**config.mk**
```make
export PLATFORM = sky130hd
export DESIGN_NAME = ifid_fetch_unit
export DESIGN_NICKNAME = d
export VERILOG_FILES = /design/src/rtl/fetch_pkg.sv /design/src/rtl/fetch_skid_buf.sv /design/src/rtl/ifid_fetch_unit.sv
export SDC_FILE = /design/constraint.sdc
export NUM_CORES = 1
export LEC_CHECK = 0
export ABC_AREA = 0
export BUFFER_PORTS_ARGS = -buffer_cell sky130_fd_sc_hd__buf_2
export CAP_MARGIN = 15
export CORE_ASPECT_RATIO = 2
export CORE_UTILIZATION = 39
export DETAILED_ROUTE_END_ITERATION = 8
export HOLD_SLACK_MARGIN = 0.15
export SLEW_MARGIN = 0
export SYNTH_ARGS = -nofsm -noshare
export SYNTH_HDL_FRONTEND = slang
export SYNTH_SLANG_ARGS = --single-unit
export TNS_END_PERCENT = 50
```
**constraint.sdc**
```tcl
create_clock -name clk -period 2.8 [get_ports clk]
set_input_delay 0.14 -clock clk [delete_from_list [all_inputs] [get_ports clk]]
set_output_delay 0.14 -clock clk [all_outputs]
set_load 0.02 [all_outputs]
```
**src/rtl/fetch_pkg.sv**
```systemverilog
// Shared types and constants for the dual-issue instruction-fetch stage.
package fetch_pkg;

  localparam int INSTR_W     = 16;
  localparam int FETCH_BYTES = 4;
  localparam logic [INSTR_W-1:0] NOP_INSTR = 16'h0000;

  typedef enum logic [1:0] {
    IDLE  = 2'd0,
    FETCH = 2'd1,
    WAIT  = 2'd2,
    HOLD  = 2'd3
  } fetch_state_t;

endpackage

```
**src/rtl/fetch_skid_buf.sv**
```systemverilog
// One-entry holding register for a fetched word that arrives while IF/ID is stalled.
module fetch_skid_buf #(
  parameter int PC_W   = 16,
  parameter int DATA_W = 32
) (
  input  logic              clk,
  input  logic              rst_n,
  input  logic              load,
  input  logic              unload,
  input  logic              clear,
  input  logic [DATA_W-1:0] load_word,
  input  logic [PC_W-1:0]   load_pc,
  output logic              full,
  output logic [DATA_W-1:0] word,
  output logic [PC_W-1:0]   pc
);

  always_ff @(posedge clk) begin
    if (!rst_n) begin
      full <= 1'b0;
      word <= '0;
      pc   <= '0;
    end else if (clear) begin
      full <= 1'b0;
    end else if (load) begin
      full <= 1'b1;
      word <= load_word;
      pc   <= load_pc;
    end else if (unload) begin
      full <= 1'b0;
    end
  end

endmodule

```
**src/rtl/ifid_fetch_unit.sv**
```systemverilog
// Instruction fetch + IF/ID register: PC, single-outstanding imem handshake, skid buffer.
// Optional saturating perf counters (stall_cycles, squash_count) under FETCH_PERF_CNT_EN.
module ifid_fetch_unit
  import fetch_pkg::*;
#(
  parameter int              PC_W     = 16,
  parameter logic [PC_W-1:0] RESET_PC = '0
) (
  input  logic                clk,
  input  logic                rst_n,
  input  logic                PCWrite,
  input  logic                IFWrite,
  input  logic                branch_taken,
  input  logic [PC_W-1:0]     branch_target,
  output logic                imem_req,
  output logic [PC_W-1:0]     imem_addr,
  input  logic                imem_rvalid,
  input  logic [31:0]         imem_rdata,
  output logic                ifid_valid,
  output logic [PC_W-1:0]     ifid_pc,
  output logic [INSTR_W-1:0]  ifid_instr_g1,
  output logic [INSTR_W-1:0]  ifid_instr_g2,
`ifdef FETCH_PERF_CNT_EN
  output logic [31:0]         stall_cycles,
  output logic [31:0]         squash_count,
`endif
  output fetch_state_t        fsm_state
);

  // Handshake: imem_req is high for exactly one cycle (FETCH) and the request
  // is accepted in that cycle; the single response is taken only in WAIT when
  // imem_rvalid is high. rvalid seen in any other state is ignored.

  fetch_state_t    state;
  logic [PC_W-1:0] pc;
  logic            squash;
  logic            half_skip;

  logic [PC_W-1:0] pc_base;
  logic            rsp;
  logic            discard;
  logic            load_from_mem;
  logic            load_from_skid;
  logic            skid_store;
  logic            ifid_load;
  logic [31:0]     load_word;
  logic [PC_W-1:0] load_pc;

  logic            skid_full;
  logic [31:0]     skid_word;
  logic [PC_W-1:0] skid_pc;

  logic            unused_pc_bits;
  assign unused_pc_bits = ^pc[1:0];

  assign imem_addr = pc_base;
  assign fsm_state = state;

  always_comb begin
    pc_base        = {pc[PC_W-1:2], 2'b00};
    rsp            = (state == WAIT) && imem_rvalid;
    discard        = rsp && (squash || branch_taken);
    load_from_mem  = rsp && !squash && !branch_taken && IFWrite;
    skid_store     = rsp && !squash && !branch_taken && !IFWrite;
    load_from_skid = (state == HOLD) && skid_full && !branch_taken && IFWrite;
    ifid_load      = load_from_mem || load_from_skid;
    load_word      = load_from_skid ? skid_word : imem_rdata;
    load_pc        = load_from_skid ? skid_pc : pc_base;
  end

  fetch_skid_buf #(
    .PC_W   (PC_W),
    .DATA_W (32)
  ) u_skid (
    .clk       (clk),
    .rst_n     (rst_n),
    .load      (skid_store),
    .unload    (load_from_skid),
    .clear     (branch_taken),
    .load_word (imem_rdata),
    .load_pc   (pc_base),
    .full      (skid_full),
    .word      (skid_word),
    .pc        (skid_pc)
  );

  always_ff @(posedge clk) begin
    if (!rst_n) begin
      state         <= IDLE;
      pc            <= RESET_PC;
      squash        <= 1'b0;
      half_skip     <= 1'b0;
      imem_req      <= 1'b0;
      ifid_valid    <= 1'b0;
      ifid_pc       <= '0;
      ifid_instr_g1 <= NOP_INSTR;
      ifid_instr_g2 <= NOP_INSTR;
    end else if (branch_taken) begin
      ifid_valid    <= 1'b0;
      ifid_instr_g1 <= NOP_INSTR;
      ifid_instr_g2 <= NOP_INSTR;
      pc            <= branch_target;
      half_skip     <= branch_target[1];
      // A request issued this cycle or still pending must be drained before
      // refetching, so the one-outstanding rule holds.
      if ((state == FETCH) || ((state == WAIT) && !imem_rvalid)) begin
        state    <= WAIT;
        squash   <= 1'b1;
        imem_req <= 1'b0;
      end else begin
        state    <= FETCH;
        squash   <= 1'b0;
        imem_req <= 1'b1;
      end
    end else begin
      if (ifid_load) begin
        ifid_valid    <= 1'b1;
        ifid_pc       <= load_pc;
        ifid_instr_g1 <= half_skip ? NOP_INSTR : load_word[15:0];
        ifid_instr_g2 <= load_word[31:16];
        half_skip     <= 1'b0;
        if (PCWrite) begin
          pc <= pc_base + PC_W'(FETCH_BYTES);
        end
      end else if (IFWrite) begin
        ifid_valid    <= 1'b0;
        ifid_instr_g1 <= NOP_INSTR;
        ifid_instr_g2 <= NOP_INSTR;
      end

      imem_req <= 1'b0;
      case (state)
        IDLE: begin
          state    <= FETCH;
          imem_req <= 1'b1;
        end
        FETCH: begin
          state <= WAIT;
        end
        WAIT: begin
          if (rsp) begin
            if (squash) begin
              squash   <= 1'b0;
              state    <= FETCH;
              imem_req <= 1'b1;
            end else if (IFWrite) begin
              state    <= FETCH;
              imem_req <= 1'b1;
            end else begin
              state <= HOLD;
            end
          end
        end
        HOLD: begin
          if (IFWrite) begin
            state    <= FETCH;
            imem_req <= 1'b1;
          end
        end
        default: state <= IDLE;
      endcase
    end
  end

`ifdef FETCH_PERF_CNT_EN
  always_ff @(posedge clk) begin
    if (!rst_n) begin
      stall_cycles <= '0;
      squash_count <= '0;
    end else begin
      if (!IFWrite && ifid_valid && (stall_cycles != '1)) begin
        stall_cycles <= stall_cycles + 32'd1;
      end
      if (discard && (squash_count != '1)) begin
        squash_count <= squash_count + 32'd1;
      end
    end
  end
`endif

endmodule

```
==> out/metrics.csv <==
metric,value,unit
"CTS clk-pin slew, worst paths",0.05,ns
Syn Area/Cell,8.41,µm²
Worst Skew,0.00991,ns
Post-DP HPWL,9.04,mm
Buffers on Ports,116,
Num CTS Buffers,17,
Overflow after GRT,0,
vias,4781,
Final Hold Fails,0,
fillers,1118,
Worst Setup Start Kind,flip-flop,
Core ar.,0.0122,mm²
drt pass-1 iters,5,
Final Slew Violations,0,
CP Capture Type,flip-flop,
"Net count, final",799,
root buf cell,clkbuf_16,
worst path cell trace,"ha_1, nand4b_4, o21ai_2, nand3b_1, a21oi_1",
"EDFF count, synth",0,
DRT Wirelength,14.1,mm
FF+latch area,0.00226,mm²
GRT Total Usage,22.6,%
mapped cell area,0.00489,mm²
Worst-Margin Slew,0.767,ns
1st-iter DRT viols,217,
"Setup violations, final",0,
multi-input logic area,0.00243,mm²
Initial Util,40.1,%
Crit path largest cell delay,0.55,ns
Synth async-reset ratio,0,%
Peak VDD IR,0.472,mV
# clock sinks,113,
Die W,81.2,µm
CTS tree,yes,
area added between synthesis and finish,38.2,%
Top delay family on crit path,compound AO/OA/AOI/OAI gates,
maxcap violations,0,
final core occ,55.5,%
CP Data Required Time,3.13,ns
layout cells sized above 1,24.1,%
Rel. slew slack,48.8,%
routed length per instance,15.7,µm
worst min path class,in2reg,
fmax,449,MHz
fin crit share,79.5,%
Crit path arrival time,2.55,ns
Skew-Pair Late Insertion Delay,0.40,ns
"Seq/Total Area, Yosys",46.2,%
CTS Buffer Depth,2,
Vias per Instance,5.33,
RSZ-0062 raised after global routing,false,
Cell Pwr Density,631,mW/mm²
Buf/Inv on CP,0,
Top Ports,122,
leakage,2.64,nW
status,completed,
cts repair resizes,0,
pin count of the biggest net entering global routing,37,
Most used DFF post-synth,dfxtp_1,
# rows,57,
H-tree depth,4,
Crit Path Category,reg2reg,
hold_buf cts,56,
YS warnings,0,
Post-CTS Setup Inserts,0,
routability cong.,0.823,
first-pass GRT wire length,22.5,mm
vias in the first global route,4694,
Post-route DRC,0,
Die Y,160,µm
crit path time final,2.23,ns
Netlist cell types,50,
area of the die,0.0130,mm²
# diodes,0,
initial antenna violation count,0,
Routed Antenna Nets,0,
setup TNS,0,ns
crit-path max FO,34,
#FFs+latches synth,113,
synthesized instance count,582,
Critical-path top delay cell,o21ai_2,
[cell usage in the layout, fill, tap and decap left out, types with 3 or more instances in the layout]
| cell | count |
|---|---|
| inv_1 | 7 |
| a31oi_1 | 6 |
| nand3_1 | 23 |
| bufinv_16 | 4 |
| clkbuf_8 | 4 |
| xnor2_1 | 3 |
| and2_1 | 3 |
| buf_4 | 11 |
| dlygate4sd3_1 | 56 |
| nand3b_1 | 16 |
| nor3_1 | 3 |
| or4_1 | 3 |
| o211ai_1 | 4 |
| conb_1 | 4 |
| a22oi_1 | 13 |
| and3_1 | 3 |
| mux2i_1 | 15 |
| nor2_1 | 18 |
| mux2_2 | 17 |
| a211oi_1 | 21 |
| clkbuf_16 | 17 |
| buf_2 | 116 |
| o21ai_0 | 10 |
| dfxtp_1 | 113 |
| nand4_1 | 5 |
| nand2_1 | 128 |
| ha_1 | 4 |
| a21oi_1 | 89 |
[state kept, by name, summed over array words and instances (netlist names)]
register / count
fsm_state: 2
half_skip: 1
ifid_instr_g1: 16
ifid_instr_g2: 16
ifid_pc: 14
ifid_valid: 1
imem_req: 1
pc: 14
squash: 1
u_skid.full: 1
u_skid.pc: 14
u_skid.word: 32
[stage by stage]
step | cells | cell area, µm² | power, mW | hold WS, ns | setup slack, ns
floorplan | 585 | 4910 | 1.86 | 0.276 | 0.762
global placement | 813 | 5590 | 1.97 | 0.394 | 0.628
detailed placement | 813 | 5590 | 1.97 | 0.403 | 0.548
CTS | 897 | 6760 | 4.31 | 0.160 | 0.545
global route | 897 | 6760 | 4.41 | 0.219 | 0.330
finish | 897 | 6760 | 4.27 | 0.176 | 0.575
[logic make-up after synthesis]
logic type	Yosys count	share of synthesized area [%]
DFF	113	46.2
adders and majority gates	4	1.02
xor gates and xnor gates	3	0.537
AOI/OAI and AO/OA	158	19.5
other	1	0.0766
and+or+nand+nor	215	20.8
buffers and inverters	56	4.88
muxes	32	6.98
[worst paths after layout]
check / slack [ns] / start / to / cells past startpoint
worst min-delay path: 0.18 / branch_target[14] / pc[14]$_SDFFE_PN0P_ / 4
worst max register to register: 0.57 / fsm_state[1]$_SDFFE_PN0P_ / ifid_instr_g1[4]$_SDFFE_PP0P_ / 5
worst min register to register: 0.45 / ifid_instr_g1[12]$_SDFFE_PP0P_ / ifid_instr_g1[12]$_SDFFE_PP0P_ / 2
worst max-delay path: 0.57 / fsm_state[1]$_SDFFE_PN0P_ / ifid_instr_g1[4]$_SDFFE_PP0P_ / 5
[where the power goes]
part	switching [mW]	internal, mW	leakage, nW
Sequential	0.0421	1.64	0.915
Combinational	0.173	0.152	1.42
Clock	0.704	1.56	0.304
[worst min-delay path: cells and delay by family]
family                 cells  cell delay [ns]
AOI/OAI and AO/OA          2             0.23
buffers and inverters      1             0.10
and+or+nand+nor            1             0.06
[per-layer routing]
metal	up-vias	global-route usage, %	wire length [µm]
met5	-	0	0
met4	0	12.2	519
met3	36	4.09	641
met2	156	40.4	7490
met1	2222	24.1	5460
li1	2367	-	-
[cells in the mapped netlist (3+ instances only)]
cell type	number	area, µm²
clkbuf_1	29	109
xnor2_1	3	26.3
mux2i_1	15	150
o21ai_0	10	50.1
a31oi_1	6	37.5
buf_2	10	50.1
buf_4	4	30.0
nand3_1	23	115
a21oi_1	89	445
nor3_1	4	20.0
ha_1	4	50.1
inv_1	7	26.3
nor2_1	19	71.3
and3_1	3	18.8
o211ai_1	4	30.0
dfxtp_1	113	2260
nand3b_1	16	120
and2_1	3	18.8
a22oi_1	13	97.6
mux2_2	17	191
buf_1	3	11.3
nand2_1	128	480
or4_1	3	22.5
a211oi_1	21	158
nand4_1	5	31.3
[layout make-up]
cell class / instances / share of cell area (%)
Clock buffer: 22 / 7.16
Tap cell: 147 / 2.72
Inverter: 9 / 0.499
Clock inverter: 6 / 1.92
Timing Repair Buffer: 184 / 18.4
Multi-Input combinational cell: 416 / 35.9
Sequential cell: 113 / 33.4
(Power assumes the default switching activity.)
